[src/rtl/board_reset_controller.sv]
// Purpose: sequences core reset/halt from raw board buttons (sync, debounce, min-width reset, run/halt FSM).
// Latency: raw button edge to output change is SYNC_STAGES + DEBOUNCE_CYCLES + 1 clock edges.
// Backpressure: none; buttons are free-running level inputs. Optional macro BOARD_RESET_CTRL_HALT_TOGGLE_EN selects toggle-mode halt.
module board_reset_controller #(
  parameter int DEBOUNCE_CYCLES   = 500000,
  parameter int RESET_HOLD_CYCLES = 16,
  parameter int SYNC_STAGES       = 2
) (
  input  logic       clock,
  input  logic       reset_n,
  input  logic       reset_button,
  input  logic       halt_button,
  output logic       core_reset_n,
  output logic       core_halt,
  output logic [1:0] state,
  output logic [7:0] reset_count
);

  localparam int CW = $clog2(DEBOUNCE_CYCLES + 1);
  localparam int HW = $clog2(RESET_HOLD_CYCLES + 1);
  localparam logic [CW-1:0] DEB_MAX  = CW'(DEBOUNCE_CYCLES - 1);
  localparam logic [HW-1:0] HOLD_MAX = HW'(RESET_HOLD_CYCLES - 1);

  typedef enum logic [1:0] {
    ST_HOLD   = 2'd0,
    ST_RUN    = 2'd1,
    ST_HALTED = 2'd2
  } state_t;

  state_t                       state_q;
  logic [HW-1:0]                hold_cnt;
  logic [1:0]                   btn_raw;
  logic [1:0][SYNC_STAGES-1:0]  sync_q;
  logic [1:0]                   btn_sync;
  logic [1:0]                   btn_deb;
  logic [1:0][CW-1:0]           deb_cnt;
  logic                         reset_deb;
  logic                         halt_deb;
  logic                         reset_deb_q;
  logic                         reset_press;
  logic                         halt_enter;
  logic                         halt_exit;

  // Bit 0 is the reset button, bit 1 the halt button throughout.
  assign btn_raw   = {halt_button, reset_button};
  assign btn_sync  = {sync_q[1][SYNC_STAGES-1], sync_q[0][SYNC_STAGES-1]};
  assign reset_deb = btn_deb[0];
  assign halt_deb  = btn_deb[1];
  assign state     = state_q;

  // Metastability chains: shift each raw button through SYNC_STAGES flops.
  always_ff @(posedge clock or negedge reset_n) begin
    if (!reset_n) begin
      sync_q <= '0;
    end else begin
      for (int i = 0; i < 2; i++) begin
        sync_q[i] <= {sync_q[i][SYNC_STAGES-2:0], btn_raw[i]};
      end
    end
  end

  // Debouncers: accept a new level only after DEBOUNCE_CYCLES consecutive differing samples.
  always_ff @(posedge clock or negedge reset_n) begin
    if (!reset_n) begin
      btn_deb <= '0;
      deb_cnt <= '0;
    end else begin
      for (int i = 0; i < 2; i++) begin
        if (btn_sync[i] == btn_deb[i]) begin
          deb_cnt[i] <= '0;
        end else if (deb_cnt[i] == DEB_MAX) begin
          btn_deb[i] <= btn_sync[i];
          deb_cnt[i] <= '0;
        end else begin
          deb_cnt[i] <= deb_cnt[i] + 1'b1;
        end
      end
    end
  end

  // Delayed copy of the debounced reset level for press detection.
  always_ff @(posedge clock or negedge reset_n) begin
    if (!reset_n) begin
      reset_deb_q <= 1'b0;
    end else begin
      reset_deb_q <= reset_deb;
    end
  end

  assign reset_press = reset_deb & ~reset_deb_q;

`ifdef BOARD_RESET_CTRL_HALT_TOGGLE_EN
  logic halt_deb_q;
  logic halt_press;

  // Delayed copy of the debounced halt level; each press flips run/halt.
  always_ff @(posedge clock or negedge reset_n) begin
    if (!reset_n) begin
      halt_deb_q <= 1'b0;
    end else begin
      halt_deb_q <= halt_deb;
    end
  end

  assign halt_press = halt_deb & ~halt_deb_q;
  assign halt_enter = halt_press;
  assign halt_exit  = halt_press;
`else
  // Level mode: the core is halted exactly while the debounced halt button is down.
  assign halt_enter = halt_deb;
  assign halt_exit  = ~halt_deb;
`endif

  // Run/halt FSM; outputs are loaded alongside the state so they change on the same edge.
  always_ff @(posedge clock or negedge reset_n) begin
    if (!reset_n) begin
      state_q      <= ST_HOLD;
      hold_cnt     <= '0;
      core_reset_n <= 1'b0;
      core_halt    <= 1'b0;
      reset_count  <= '0;
    end else begin
      case (state_q)
        ST_HOLD: begin
          if (hold_cnt == HOLD_MAX) begin
            if (!reset_deb) begin
`ifdef BOARD_RESET_CTRL_HALT_TOGGLE_EN
              state_q      <= ST_RUN;
              core_reset_n <= 1'b1;
              core_halt    <= 1'b0;
`else
              state_q      <= halt_deb ? ST_HALTED : ST_RUN;
              core_reset_n <= 1'b1;
              core_halt    <= halt_deb;
`endif
            end
          end else begin
            hold_cnt <= hold_cnt + 1'b1;
          end
        end
        ST_RUN, ST_HALTED: begin
          // A reset press always wins over a coincident halt event.
          if (reset_press) begin
            state_q      <= ST_HOLD;
            hold_cnt     <= '0;
            core_reset_n <= 1'b0;
            core_halt    <= 1'b0;
            if (reset_count != 8'hFF) begin
              reset_count <= reset_count + 8'd1;
            end
          end else if (state_q == ST_RUN && halt_enter) begin
            state_q   <= ST_HALTED;
            core_halt <= 1'b1;
          end else if (state_q == ST_HALTED && halt_exit) begin
            state_q   <= ST_RUN;
            core_halt <= 1'b0;
          end
        end
        default: begin
          state_q      <= ST_HOLD;
          hold_cnt     <= '0;
          core_reset_n <= 1'b0;
          core_halt    <= 1'b0;
        end
      endcase
    end
  end

endmodule

[config.mk]
export PLATFORM = sky130hd
export DESIGN_NAME = board_reset_controller
export DESIGN_NICKNAME = d
export VERILOG_FILES = /design/src/rtl/board_reset_controller.sv
export SDC_FILE = /design/constraint.sdc
export NUM_CORES = 1
export LEC_CHECK = 0
export CAP_MARGIN = 20
export CORE_ASPECT_RATIO = 1.5
export CORE_MARGIN = 1.5
export CORE_UTILIZATION = 60
export DETAILED_ROUTE_END_ITERATION = 10
export GPL_ROUTABILITY_DRIVEN = 1
export HOLD_SLACK_MARGIN = 0.12
export PLACE_DENSITY = 0.91
export SETUP_SLACK_MARGIN = 0.5
export SLEW_MARGIN = 40
export SYNTH_ARGS = -nofsm -noshare
export SYNTH_HDL_FRONTEND = slang
export SYNTH_SLANG_ARGS = --single-unit
export TNS_END_PERCENT = 50
[constraint.sdc]
create_clock -name clock -period 4.21 [get_ports clock]
set_clock_uncertainty 0.15 [all_clocks]
set_input_delay 0.842 -clock clock [delete_from_list [all_inputs] [get_ports clock]]
set_output_delay 0.842 -clock clock [all_outputs]
set_load 0.05 [all_outputs]
After elaboration in Yosys (flattened, before gate mapping)
Index checks and enable logic that the tools add are counted.
{"block": "op_classes", "reduce_logical": 10, "mux": 24, "eq_ne": 13, "add_sub_neg": 4, "bitwise": 5}
{"operator": "$mux W19", "count": 4}
{"operator": "$add A19 B1 Y19 const B", "count": 2}
{"operator": "$eq A19 B19 Y1 const B", "count": 2}
{"operator": "$mux W2", "count": 6}
{"operator": "$mux W5", "count": 2}
{"operator": "$pmux W5 S2", "count": 1}
{"operator": "$reduce_and A3 Y1", "count": 3}
{"operator": "$add A8 B1 Y8 const B", "count": 1}
{"operator": "$mux W1", "count": 8}
{"operator": "$ne A2 B2 Y1 const B", "count": 4}
{"operator": "$ne A8 B8 Y1 const B", "count": 1}
{"operator": "$reduce_and A2 Y1", "count": 3}
{"operator": "$add A5 B1 Y5 const B", "count": 1}
{"operator": "$eq A5 B4 Y1 const B", "count": 1}
{"operator": "$ne A4 B4 Y1 const B", "count": 1}
{"operator": "$not A1 Y1", "count": 4}
{"operator": "$pmux W1 S2", "count": 2}
{"operator": "$pmux W2 S2", "count": 1}
{"operator": "$eq A1 B1 Y1", "count": 2}
{"operator": "$eq A2 B1 Y1 const B", "count": 1}
{"operator": "$eq A2 B2 Y1 const B", "count": 1}
{"operator": "$logic_and A1 B1 Y1", "count": 2}
{"operator": "$logic_not A2 Y1", "count": 1}
{"operator": "$reduce_or A2 Y1", "count": 1}
{"operator": "$and A1 B1 Y1", "count": 1}
{"block": "word_totals", "word_cells": 68, "out_inout_bits": 12, "reg_bits": 62, "inputBits": 4}

Logic depth before layout (Yosys ltp)
Gate-level depths: netlist of the first run.
{"block": "depth", "word_depth": 6, "ltp_mapped": 8, "depth_no_buf": 7}

Least setup slack after synthesis of the first run
Ideal clock, no wire load.
{"block": "synth_path", "path_kind": "register to register", "from": "register core_halt (netlist name)", "to": "register reset_count[5]", "slack_ps": 1968, "path_buffers": 1, "required_ps": 3978, "period_less_slack_ps": 2242, "path_stages_with_launch": 7, "setup_time_ps": 82, "t_arrival_ps": 2010, "cell_sequence": "dfrtp_1 -> inv_1 -> ha_1 -> clkbuf_1 -> o211ai_1 -> nor3_1 -> xor2_1"}
{"item": "to (signal assigned)", "line_no": "149", "rtl": "reset_count <= reset_count + 8'd1;"}
{"item": "to (decl)", "line_no": "16", "rtl": "output logic [7:0] reset_count"}

Worst setup path in the final report of the first run
{"block": "layout_path", "from": "register reset_count[2]", "to": "output reset_count[2]"}
No word-level cell between the ends.

==> results of run 1 <==
state kept, by name, summed over array words and instances (netlist names):
register,count
btn_deb,2
btn_sync,2
core_halt,1
core_reset_n,1
deb_cnt,38
hold_cnt,5
reset_count,8
reset_deb_q,1
state,1
sync_q,2
layout by cell type (no fill, tap or decap), types with 3 or more instances in the layout:
cell type and instances:
mux2_2 4, dfrtp_1 61, inv_1 10, or3_1 4, nand2_1 15, o21ai_0 6, and2_1 3, xor2_1 31
a22o_1 5, clkdlybuf4s50_1 14, or4_1 7, and4_1 7, o31ai_1 7, nor2_1 24, xnor2_1 3, nand3_1 15
nor2_2 10, nand4_1 17, nor3_1 3, ha_1 9, clkbuf_8 11, a21oi_1 15
report_power, final:
group | internal, mW | switching [mW]
registers | 0.593 | 0.00589
clock network | 0.364 | 0.220
logic | 0.0104 | 0.0234
kinds of logic after synthesis:
group | count (synthesis) | synth area share
AO/OA/AOI/OAI | 43 | 0.0989
XOR/XNOR | 34 | 0.0961
adder cells (fa/ha/maj) | 9 | 0.0363
buffers and inverters | 23 | 0.0375
flip-flops | 61 | 0.493
multiplexers | 5 | 0.0178
AND/OR/NAND/NOR | 120 | 0.221
worst paths after layout:
path | from | slack [ns] | to | cells past startpoint
max in group asynchronous | reset_n | 2.90 | deb_cnt[30] | 2
min reg2reg | sync_q[0] | 0.21 | btn_sync[0] | 0
min in group asynchronous | reset_n | 0.29 | deb_cnt[7] | 1
max reg2reg | deb_cnt[33] | 1.86 | deb_cnt[21] | 4
min | sync_q[0] | 0.21 | btn_sync[0] | 0
max | reset_count[2] | 1.59 | reset_count[2] | 1
routing by layer:
layer | vias to the layer above | wire length [um]
met5 | - | 0
met4 | 0 | 132
met3 | 13 | 192
met2 | 44 | 3070
met1 | 1134 | 2500
li1 | 1089 | -
per-stage QoR:
step,area [um2],util
2_1_floorplan,3100,-
3_3_place_gp,3260,0.666
3_5_place_dp,3270,0.668
4_1_cts,3490,0.715
5_1_grt,3490,0.715
6_report,3490,0.715
cell usage after synthesis, types with 5 or more instances:
| cell | n | area, um2 |
|---|---|---|
| o21ai_0 | 6 | 30.0 |
| a21oi_1 | 15 | 75.1 |
| clkbuf_1 | 7 | 26.3 |
| and4_1 | 7 | 61.3 |
| dfrtp_1 | 61 | 1530 |
| xor2_1 | 31 | 272 |
| nand2_1 | 15 | 56.3 |
| inv_1 | 10 | 37.5 |
| or4_1 | 7 | 52.6 |
| nor2_1 | 24 | 90.1 |
| nand4_1 | 17 | 106 |
| nand3_1 | 15 | 75.1 |
| nor2_2 | 10 | 62.6 |
| o31ai_1 | 7 | 52.6 |
| a22o_1 | 5 | 43.8 |
| ha_1 | 9 | 113 |
layout make-up:
cell class / instances / area, um2
inverters: 10 / 37.5
repair buffers: 17 / 166
flip-flops and latches: 61 / 1530
multi-input cells: 211 / 1460
clock inverters: 4 / 70.1
clock buffers: 12 / 155
well taps: 66 / 82.6
fillers: 365 / 1390
==> impl_results.md, run 1 <==
- Worst setup SP type: flop
- Met1 Use GR: 0.302
- Critical path class: reg2out
- Critical Path RT: 3.22 ns
- Starting DRC count in detailed routing: 144
- Via count: 2280
- Synthesized instance count: 295
- Critical-path cell with the highest stage delay: clkdlybuf4s50_1
- RSZ-0062 raised after global routing: false
- Power consumption: 1.22 mW
- Min Tclk post-route: 2.62 ns
- Global route total overflow: 0
- H-tree depth: 3
- Die Span Y: 91.0 um
- DRC viols: 0
- CP max stage delay: 0.84 ns
- Detail Route Antenna Nets: 0
- Hold slack: 0.207 ns
- DP Worst Slack: 1.90 ns
- Placed cells: 365
- Core ar.: 4890 um2
- Max-Cap Viols: 0
- Clock slew at reported path FFs: 0.07 ns
- Post-cts sizing count: 0
- Worst Tran Pin Value: 0.649 ns
- Number of synthesized flops with an enable pin: 0
- Final Instance Count excl. Fillers: 381
- Root Driver: clkbuf_8
- CP Cell Sequence: clkdlybuf4s50_1
- Ant diodes: 0
- Most used routing layer: met2
- Nets@finish: 323
- CTS Sinks: 61
- Final Cycle Share: 0.622
- Vias in the first global route: 2183
- Crit end category: primary output
- Synth Flop Type: dfrtp_1
- Max-slew headroom: 0.566
- Clock buffer depth: 2
- Fmax: 382 MHz
- Final hold violations: 0
- Setup violators final: 0
- GR Util met2: 0.374
- Seq/Total Area, Yosys: 0.493
- Pin count of the biggest net entering global routing: 35
- First-pass GRT wire length: 10100 um
- Yosys reg bits: 61
- GRT Total Usage: 0.241
- Pre-antenna DRT Iters: 4
- Status: complete, no violations
- Lkg Pwr: 1.54 nW
- Syn avg cell area: 10.5 um2
- CP top delay family: buffers and inverters
- Worst-path fanout max: 6
- Hold crit path type: reg2reg
- GR Util met3: 0.0812
- Yosys warns: 0
- Worst path bufs/invs: 1
- Final setup TNS: 0 ns
- Starting Density: 0.634
- Peak VDD IR: 0.293 mV
- Cts hold-fix bufs: 0
- Power Density: 348 nW/um2
- Post-Syn Nets: 308
- Via/cell ratio: 5.98
- Setup slack after layout: 1.59 ns
- Initial antenna violation count: 0
- Die footprint: 5610 um2
- Num CTS Buffers: 9
- GP Congestion: 0.826
- DR WL/cell: 15.5 um
- Detailed Route WL: 5890 um
- PortBufs: 15
- P&R area growth vs syn: 12.8%
- Postcts setup bufs: 0
- CTS tree: yes
- Mapped Area: 3100 um2
- Layout cells sized above 1: 0.117
- Clock Latency Late Sink: 0.34 ns
- Max Transition Viols Final: 0
- Arr. time, crit path: 1.63 ns
- Row count: 31
- I/O pins: 16
- Asr flop ratio synth: 1.00
- Unique masters post-synth: 45
- Placed wire-length estimate: 3920 um
- Die Wd: 61.7 um
Power figures use the tool's default switching activity.
==> run 2: changes to the inputs <==
--- a/config.mk
+++ b/config.mk
@@ -8,11 +8,11 @@
 export CAP_MARGIN = 20
 export CORE_ASPECT_RATIO = 1.5
 export CORE_MARGIN = 1.5
-export CORE_UTILIZATION = 60
+export CORE_UTILIZATION = 59
 export DETAILED_ROUTE_END_ITERATION = 10
 export GPL_ROUTABILITY_DRIVEN = 1
 export HOLD_SLACK_MARGIN = 0.12
-export PLACE_DENSITY = 0.91
+export PLACE_DENSITY = 0.9
 export SETUP_SLACK_MARGIN = 0.5
 export SLEW_MARGIN = 40
 export SYNTH_ARGS = -nofsm -noshare
==> constraint.sdc (replaced) <==
create_clock -name clock -period 2.6 [get_ports clock]
set_clock_uncertainty 0.15 [all_clocks]
set_input_delay 0.52 -clock clock [delete_from_list [all_inputs] [get_ports clock]]
set_output_delay 0.52 -clock clock [all_outputs]
set_load 0.05 [all_outputs]
==> impl_results.md, run 2 (synthesis results as in run 1) <==
- Hold slack: 0.206 ns
- Layout cells sized above 1: 0.153
- Critical Path RT: 2.67 ns
- Largest regs: deb_cnt (38), reset_count (8), hold_cnt (5)
- Ant diodes: 0
- Detail Route Antenna Nets: 0
- R2r startpoint: deb_cnt[33]
- Worst-path fanout max: 4
- Pre-antenna DRT Iters: 4
- P&R area growth vs syn: 13.8%
- Via/cell ratio: 5.87
- Die footprint: 5710 um2
- Hold Path End: btn_sync[1]
- Most common cell after layout, fill and taps aside: dfrtp_1
- CTS Sinks: 61
- Worst path bufs/invs: 0
- PortBufs: 15
- Global route total overflow: 0
- Setup violators final: 0
- Lkg Pwr: 1.60 nW
- Max-Cap Viols: 0
- GRT Total Usage: 0.228
- RSZ-0062 raised after global routing: true
- Starting DRC count in detailed routing: 125
- Final Instance Count excl. Fillers: 388
- CTS tree: yes
- Commonest non-fill, non-tap cells in the layout: dfrtp_1 (57), xor2_1 (31), nor2_1 (23)
- Clock Latency Late Sink: 0.34 ns
- Starting Density: 0.609
- Critical-path cell with the highest stage delay: or4_1
- Die Span Y: 91.8 um
- Hold_sp: sync_q[2]
- CP max stage delay: 0.52 ns
- Num CTS Buffers: 9
- Capturing point of the worst reg2reg path: btn_deb[1]
- Util after Layout: 0.693
- WHS Path Cells: 0
- Max Transition Viols Final: 0
- Multi-input gate area: 1470 um2
- Initial antenna violation count: 0
- Clock buffer depth: 2
- Pin count of the biggest net entering global routing: 62
- Cells on worst reg2reg path: 4
- Worst Tran Pin Value: 0.503 ns
- Die Wd: 62.2 um
- Root Driver: clkbuf_8
- Fmax: 478 MHz
- Register Area: 1530 um2
- Core ar.: 5080 um2
- Placed wire-length estimate: 4040 um
- Peak VDD IR: 0.418 mV
- Status: complete, no violations
- CP top delay family: simple AND/OR/NAND/NOR gates
- Fillers: 382
- Arr. time, crit path: 2.17 ns
- Row count: 32
- Via count: 2277
- I/O pins: 16
- Vias in the first global route: 2274
- Power Density: 526 nW/um2
- Detailed Route WL: 5970 um
- Placed cells: 368
- Crit end category: flop
- Hold crit path type: reg2reg
- DRC viols: 0
- Max FFs per register: 38
- Critical path class: reg2reg
- GP Congestion: 0.828
- CP Cell Sequence: or4_1, or4_4, nor2_2, mux2_2
- Final setup TNS: 0 ns
- DR WL/cell: 15.4 um
- Max-slew headroom: 0.666
- Nets@finish: 328
- H-tree depth: 3
- Clock slew at reported path FFs: 0.06 ns
- R2R setup slack: 0.51 ns
- Min Tclk post-route: 2.09 ns
- First-pass GRT wire length: 10200 um
- Final Cycle Share: 0.805
- Largest Register: deb_cnt
- Worst setup SP type: flop
- Final hold violations: 0
==> run 2: cell types whose count changed in the layout (fill, tap and decap cells not counted), sizes merged <==
cell	previous run	this run
dlygate4sd3	0	1
buf	3	7
bufinv	2	1
clkbuf	12	11
clkinv	2	4
dlygate4sd2	0	12
clkdlybuf4s50	14	2
==> run 2: through the flow <==
step | power (mW) | setup WS, ns | cell area (um2)
2_1_floorplan | 1.01 | 0.532 | 3100
3_3_place_gp | 1.04 | 0.502 | 3290
3_5_place_dp | 1.05 | 0.451 | 3290
4_1_cts | 1.87 | 0.481 | 3480
5_1_grt | 1.91 | 0.442 | 3530
6_report | 1.85 | 0.507 | 3530
==> run 2: worst max path at each step <==
stage | from | end | depth (start not counted)
finish | deb_cnt[33] | btn_deb[1] | 4
global route | core_halt | core_halt | 6
CTS | deb_cnt[33] | btn_deb[1] | 4
detailed placement | deb_cnt[33] | deb_cnt[37] | 5
global placement | deb_cnt[33] | deb_cnt[23] | 5
floorplan | core_halt | reset_count[5] | 6
==> run 2: cell type report <==
class                   instances  area share
flip-flops and latches         61       0.434
multi-input cells             211       0.416
repair buffers                 22      0.0607
clock buffers                  11      0.0401
well taps                      68      0.0241
clock inverters                 5      0.0142
inverters                      10      0.0106
==> run 2: layer usage <==
layer | vias up | part of all wire | GRT usage
met5 | - | 0 | 0
met4 | 0 | 0.028 | 0.144
met3 | 16 | 0.029 | 0.0429
met2 | 49 | 0.53 | 0.381
met1 | 1111 | 0.41 | 0.270
li1 | 1101 | - | -
==> run 2: what timing repair did <==
| action | CTS | global route |
|---|---|---|
| resized for setup | 13 | 7 |
| hold endpoints to repair | 61 | 0 |
| pin swaps | 0 | 1 |
| setup endpoints to repair | 33 | 43 |
| hold buffers | 1 | 0 |
| buffers inserted | 0 | 3 |
==> run 2: worst register-to-register path: stages (launching register included) <==
cell and delay, ns:
dfrtp_1 0.41, or4_1 0.52, or4_4 0.46, nor2_2 0.10
mux2_2 0.34
==> run 2: power by group <==
group	switching (mW)	internal, mW	total [mW]
Clock	0.361	0.462	0.823
Combinational	0.0390	0.0224	0.0614
Sequential	0.0100	0.960	0.970
Total	0.410	1.44	1.85
